## src/rtl/cp0_intc.sv

```systemverilog
// cp0_intc - coprocessor-0 interrupt controller for the single-cycle MIPS core.
//
// Edge-detects NUM_SRC request lines into sticky pending bits, picks the
// lowest-index unmasked pending source and redirects the core to that
// source's handler vector. Nested exceptions are held on an EPC/id stack
// of STACK_DEPTH entries; ERET pops the stack.
//
// Ports:
//   clk, reset_n          clock (rising edge), asynchronous active-low reset
//   exp_src               raw request levels, synchronous to clk
//   pc_in                 PC of the instruction in the current cycle
//   cp0_we/sel/wdata      MTC0 write (sel 0 EPC, 1 STATUS, 2 MASK, 3 CAUSE, 4 PENDING)
//   eret                  ERET executing this cycle
//   cp0_rdata             MFC0 read data for cp0_sel (combinational)
//   exp_take, exp_vector  exception taken this cycle and its handler address
//   epc                   top-of-stack return address (0 when empty)
//   nest_level            current stack depth
//   stack_full            nest_level == STACK_DEPTH
module cp0_intc #(
  parameter int          NUM_SRC     = 3,
  parameter int          STACK_DEPTH = 4,
  parameter logic [31:0] VEC_BASE    = 32'h0000_0800,
  parameter logic [31:0] VEC_STRIDE  = 32'h0000_0010,
  localparam int         LVL_W       = $clog2(STACK_DEPTH + 1)
) (
  input  logic               clk,
  input  logic               reset_n,
  input  logic [NUM_SRC-1:0] exp_src,
  input  logic [31:0]        pc_in,
  input  logic               cp0_we,
  input  logic [2:0]         cp0_sel,
  input  logic [31:0]        cp0_wdata,
  input  logic               eret,
  output logic [31:0]        cp0_rdata,
  output logic               exp_take,
  output logic [31:0]        exp_vector,
  output logic [31:0]        epc,
  output logic [LVL_W-1:0]   nest_level,
  output logic               stack_full
);

  typedef enum logic {IDLE, SERVICE} state_e;

  state_e             state_q, state_d;
  logic [NUM_SRC-1:0] src_q;
  logic [NUM_SRC-1:0] pending_q, pending_d;
  logic [NUM_SRC-1:0] mask_q, mask_d;
  logic [1:0]         status_q, status_d;
  logic               cause_valid_q, cause_valid_d;
  logic [4:0]         cause_id_q, cause_id_d;
  logic [LVL_W-1:0]   nest_q, nest_d;
  logic [31:0]        epc_stk_q [STACK_DEPTH];
  logic [31:0]        epc_stk_d [STACK_DEPTH];
  logic [4:0]         id_stk_q  [STACK_DEPTH];
  logic [4:0]         id_stk_d  [STACK_DEPTH];

  logic [NUM_SRC-1:0] eligible;
  logic [NUM_SRC-1:0] take_clr;
  logic [NUM_SRC-1:0] w1c;
  logic [4:0]         win_id;
  logic [4:0]         top_id;
  logic [31:0]        top_epc;
  int                 top_idx;
  logic               nest_ok;
  logic               take;

  assign eligible   = pending_q & ~mask_q;
  assign stack_full = (nest_q == LVL_W'(STACK_DEPTH));
  assign nest_level = nest_q;
  // With an empty stack, the "top" is entry 0 so MTC0/MFC0 EPC still has a target.
  assign top_idx    = (nest_q == '0) ? 0 : int'(nest_q) - 1;

  // Lowest set index wins: scan downwards so the last hit is the smallest.
  always_comb begin
    win_id = '0;
    for (int i = NUM_SRC - 1; i >= 0; i--) begin
      if (eligible[i]) win_id = 5'(i);
    end
  end

  // Read the top-of-stack entry.
  always_comb begin
    top_id  = '0;
    top_epc = '0;
    for (int i = 0; i < STACK_DEPTH; i++) begin
      if (i == top_idx) begin
        top_id  = id_stk_q[i];
        top_epc = epc_stk_q[i];
      end
    end
  end

  // A nested take needs NEST_EN and a strictly higher priority than the one in service.
  assign nest_ok  = (state_q == IDLE) || (status_q[1] && (win_id < top_id));
  assign take     = (|eligible) && !status_q[0] && !eret && !stack_full && nest_ok;
  assign take_clr = take ? (NUM_SRC'(1) << win_id) : '0;
  assign w1c      = (cp0_we && cp0_sel == 3'd4) ? cp0_wdata[NUM_SRC-1:0] : '0;

  assign exp_take   = take;
  assign exp_vector = VEC_BASE + 32'(win_id) * VEC_STRIDE;
  assign epc        = (nest_q == '0) ? 32'h0 : top_epc;

  // MFC0 read mux; unused selects and unimplemented bits read zero.
  always_comb begin
    cp0_rdata = '0;
    case (cp0_sel)
      3'd0: cp0_rdata = top_epc;
      3'd1: cp0_rdata[1:0] = status_q;
      3'd2: cp0_rdata[NUM_SRC-1:0] = mask_q;
      3'd3: cp0_rdata = {cause_valid_q, 26'b0, cause_id_q};
      3'd4: cp0_rdata[NUM_SRC-1:0] = pending_q;
      default: cp0_rdata = '0;
    endcase
  end

  // Next-state for registers and stack. A new edge beats any clear of the same bit,
  // and a take owns the stack this cycle so a colliding MTC0 EPC is dropped.
  always_comb begin
    pending_d     = (pending_q & ~(take_clr | w1c)) | (exp_src & ~src_q);
    mask_d        = mask_q;
    status_d      = status_q;
    cause_valid_d = cause_valid_q;
    cause_id_d    = cause_id_q;
    nest_d        = nest_q;
    epc_stk_d     = epc_stk_q;
    id_stk_d      = id_stk_q;

    if (cp0_we && cp0_sel == 3'd1) status_d = cp0_wdata[1:0];
    if (cp0_we && cp0_sel == 3'd2) mask_d = cp0_wdata[NUM_SRC-1:0];

    if (take) begin
      cause_valid_d = 1'b1;
      cause_id_d    = win_id;
      nest_d        = nest_q + LVL_W'(1);
      for (int i = 0; i < STACK_DEPTH; i++) begin
        if (i == int'(nest_q)) begin
          epc_stk_d[i] = pc_in;
          id_stk_d[i]  = win_id;
        end
      end
    end else begin
      if (cp0_we && cp0_sel == 3'd0) begin
        for (int i = 0; i < STACK_DEPTH; i++) begin
          if (i == top_idx) epc_stk_d[i] = cp0_wdata;
        end
      end
      if (eret && nest_q != '0) nest_d = nest_q - LVL_W'(1);
    end
  end

  // Service state tracks whether anything is on the stack.
  always_comb begin
    state_d = state_q;
    case (state_q)
      IDLE:    if (take) state_d = SERVICE;
      SERVICE: if (eret && nest_q == LVL_W'(1)) state_d = IDLE;
      default: state_d = IDLE;
    endcase
  end

  // State registers.
  always_ff @(posedge clk or negedge reset_n) begin
    if (!reset_n) begin
      state_q       <= IDLE;
      src_q         <= '0;
      pending_q     <= '0;
      mask_q        <= '0;
      status_q      <= '0;
      cause_valid_q <= 1'b0;
      cause_id_q    <= '0;
      nest_q        <= '0;
      for (int i = 0; i < STACK_DEPTH; i++) begin
        epc_stk_q[i] <= '0;
        id_stk_q[i]  <= '0;
      end
    end else begin
      state_q       <= state_d;
      src_q         <= exp_src;
      pending_q     <= pending_d;
      mask_q        <= mask_d;
      status_q      <= status_d;
      cause_valid_q <= cause_valid_d;
      cause_id_q    <= cause_id_d;
      nest_q        <= nest_d;
      epc_stk_q     <= epc_stk_d;
      id_stk_q      <= id_stk_d;
    end
  end

endmodule
```

## config.mk

```make
export PLATFORM = sky130hd
export DESIGN_NAME = cp0_intc
export DESIGN_NICKNAME = d
export VERILOG_FILES = /design/src/rtl/cp0_intc.sv
export SDC_FILE = /design/constraint.sdc
export NUM_CORES = 1
export LEC_CHECK = 0
export CAP_MARGIN = 20
export CORE_MARGIN = 3
export CORE_UTILIZATION = 45
export CTS_CLUSTER_DIAMETER = 100
export CTS_CLUSTER_SIZE = 16
export DETAILED_ROUTE_END_ITERATION = 8
export PLACE_DENSITY = 0.74
export SLEW_MARGIN = 40
export SYNTH_ARGS = -nofsm -noshare
export SYNTH_HDL_FRONTEND = slang
export SYNTH_SLANG_ARGS = --single-unit
```

## constraint.sdc

```tcl
create_clock -name clk -period 14.5 [get_ports clk]
set_input_delay 3.625 -clock clk [delete_from_list [all_inputs] [get_ports clk]]
set_output_delay 3.625 -clock clk [all_outputs]
set_load 0.005 [all_outputs]
```

==> metrics.csv <==
stage,metric,value,unit
worst_setup_path,timing.setup.critical_path_class,input port to output port,
placed_design,io_buffers,144,
synth,synth.ff_latch_count,154,
synth,synth_edf_count,0,
synth,ys_seq_area_share,43.6,%
grt,globalRouteOverflowTotal,0,
grt,grt_start_max_net_pins,83,
clock_tree,clk_pin_slew,0.06,ns
pwr,vdd_drop_max,107,uV
synth,synthAdderAreaFrac,1.13,%
clock_tree,clk_path_buf_depth,2,
worst_setup_path,setup.worst_path.end_class,output port,
synth,ys.flop_type,dfrtp_1,
floorplan,top_level_ports,175,
routing,routed_via_density,5.89,
worst_setup_path,cp.required,10.88,ns
routing,postRouteAntennaNets,0,
status,outcome,"complete, no violations",
sta,hold_viol,0,
sta,min_period,9.91,ns
synth,synth_xor_area_share,0.198,%
grt,grt_pass1_wl,41.8,mm
sta,worst_pin_slew,0.843,ns
floorplan,die_y,146,um
clock_tree,post_cts_buffers,0,
routing,drt_pre_antenna_iters,5,
synth,synth_top_family_by_area,compound AO/OA/AOI/OAI gates,
synth,synth_cell_types,55,
clock_tree,post_cts_resized,0,
pwr,power_density,212,nW/um^2
floorplan,dieArea,21300,um^2
synth,syn-instance-count,951,
sta,maxSlewHeadroom,43.8,%
synth,syn_area,8830,um^2
clock_tree,root_buffer,clkbuf_16,
routing,wl_per_cell,19.8,um
floorplan,initial_core_util,46.5,%
clock_tree,cts_hold_buf,0,
pwr,cellLeakagePower,5.19,nW
sta,rsz0062_at_grt,false,
worst_setup_path,critPathMaxFanout,7,
flow_run,drv_cap,0,
sta,drv_slew,0,
sta,finalCritPeriodShare,68.4,%
cells_and_area,drive_above_1_share,11.6,%
worst_setup_path,timing.rr.start,nest_level[0],
hold_path,min_from,src_q[0],
synth,synth.avg_cell_area,9.29,um^2
worst_setup_path,reg2reg_slack,8.38,ns
hold_path,hold_class,flop to flop,
clock_tree,worst_skew_pair.late_latency,0.41,ns
routing,wl,26.3,mm
grt,grt_pass1_vias,7819,
hold_path,whs_endpoint,pending_q[0],
synth,synth_compound_area_share,20.3,%
synth,synthMuxAreaShare,10.1,%
synth,synth-simple-area-share,15.0,%
clock_tree,cts_tree,yes,
grt,grt_usage,24.1,%
floorplan,num_rows,50,
synth,async_flop_share,100,%
cells_and_area,antenna_cells,0,
synth,yosysWarnings,0,
cells_and_area,fill_cells,1634,
grt,antenna_found_initial,1,
placed_design,dpl.hpwl,16.4,mm
routing,drt-initial-drc-count,658,
cells_and_area,syn_to_final_growth,23.6,%
sta,setup_violations,0,
cells_and_area,final_nets,1138,
clock_tree,cts_max_level,4,
sta,hold-worst-slack,0.468,ns
cells_and_area,final_core_util,57.4,%
routing,num_vias,7816,
clock_tree,cts_made_buffers,17,
worst_setup_path,rr_endpoint,epc_stk_q[117],
hold_path,hold_path_depth,1,
sta,fin_skew,0.00596,ns
worst_setup_path,cp.arrival,6.29,ns
routing,drc,0,
sta,max_freq,101,MHz
floorplan,core_area,19000,um^2
floorplan,dieWidth,146,um
worst_setup_path,start_kind,input port,
placed_design,place_congestion,0.880,
sta,fin_tns_setup,0,ns
clock_tree,cts.sinks,154,
worst_setup_path,reg2regPathDepth,18,
==> metrics by stage <==
stage	setup WS (ns)	area [um^2]	power, W	instances
2_1_floorplan	5.95	8940	0.00137	979
3_3_place_gp	4.66	10300	0.00185	1294
3_5_place_dp	4.61	10300	0.00188	1297
4_1_cts	4.61	10900	0.00232	1328
5_1_grt	4.47	10900	0.00247	1328
6_report	4.59	10900	0.00232	1328
==> Yosys cell counts, types with 8 or more instances <==
master	n	area [um^2]
nor3_1	34	170
a21oi_1	103	515
nand2_1	19	71.3
o21ai_0	8	40.0
a221oi_1	33	289
nor2_1	100	375
inv_1	73	274
ha_1	8	100
o22ai_1	64	400
dfrtp_1	154	3850
mux2_1	22	248
mux2_2	56	631
clkbuf_1	55	206
a211o_1	33	289
and3_1	69	432
buf_4	31	233
==> how the worst max path moves through the flow <==
stage,from,endpoint,cells past startpoint
after floorplan,eret,exp_take,7
after global placement,eret,exp_take,8
after detailed placement,eret,exp_take,8
after CTS,eret,exp_take,8
after global routing,cp0_sel[0],cp0_rdata[0],6
final,eret,exp_take,8
==> area by class of cell <==
class	instances	area (um^2)	share of cell area [%]
Multi-Input combinational cell	646	4280	39.2
Sequential cell	154	3850	35.3
Timing Repair Buffer	164	1620	14.8
Clock buffer	24	502	4.59
Tap cell	260	325	2.98
Inverter	73	274	2.51
Clock inverter	7	65.1	0.596
==> cell usage in the layout (no fill, tap or decap), drive strengths merged, types with 5 or more instances in the layout <==
master | synthesis | routed
dfrtp | 154 | 154
clkdlybuf4s50 | 0 | 143
conb | 2 | 30
nor2 | 101 | 101
mux2 | 78 | 78
and2 | 5 | 5
inv | 73 | 73
a21oi | 103 | 103
nor3 | 34 | 34
nand2b | 6 | 6
nand3 | 8 | 8
a211o | 33 | 33
nand2 | 19 | 19
a221oi | 33 | 33
o22ai | 65 | 65
ha | 8 | 8
clkbuf | 55 | 25
buf | 51 | 20
o21ai | 11 | 11
and3 | 69 | 69
==> cell families (layout without fill, tap and decap cells) <==
family                   Yosys count  in the layout
buffers and inverters            179            268
flip-flops                       154            154
other                              2             30
AO/OA/AOI/OAI                    265            265
AND/OR/NAND/NOR                  262            262
XOR/XNOR                           2              2
multiplexers                      79             79
adder cells (fa/ha/maj)            8              8
==> flip-flops by register name, indices dropped and copies added (netlist names) <==
register	count
src_q	3
pending_q	3
nest_level	3
mask_q	3
id_stk_q	8
state_q	1
cause_id_q	2
epc_stk_q	128
cause_valid_q	1
status_q	2
==> critical path, stage by stage <==
cell	delay, ns
clkdlybuf4s50_1	0.50
a211o_1	0.33
a311o_1	0.35
a211oi_2	0.25
and3_1	0.43
nor2_4	0.13
inv_1	0.14
clkdlybuf4s50_1	0.52
==> layer usage <==
metal	wire, um	part of all wire (%)	GRT usage [%]	vias to the layer above
li1	-	-	-	3571
met1	11500	44	32.8	3832
met2	12300	47	39.4	373
met3	2100	8.0	5.28	38
met4	415	1.6	6.54	2
met5	13	0.049	0	-
==> report_power, final <==
| group | switching (W) | internal [W] |
|---|---|---|
| combinational | 0.000609 | 0.000573 |
| sequential | 0.000104 | 0.000603 |
| clock | 0.000169 | 0.000257 |
No activity file was read; power rests on OpenSTA's default activity.
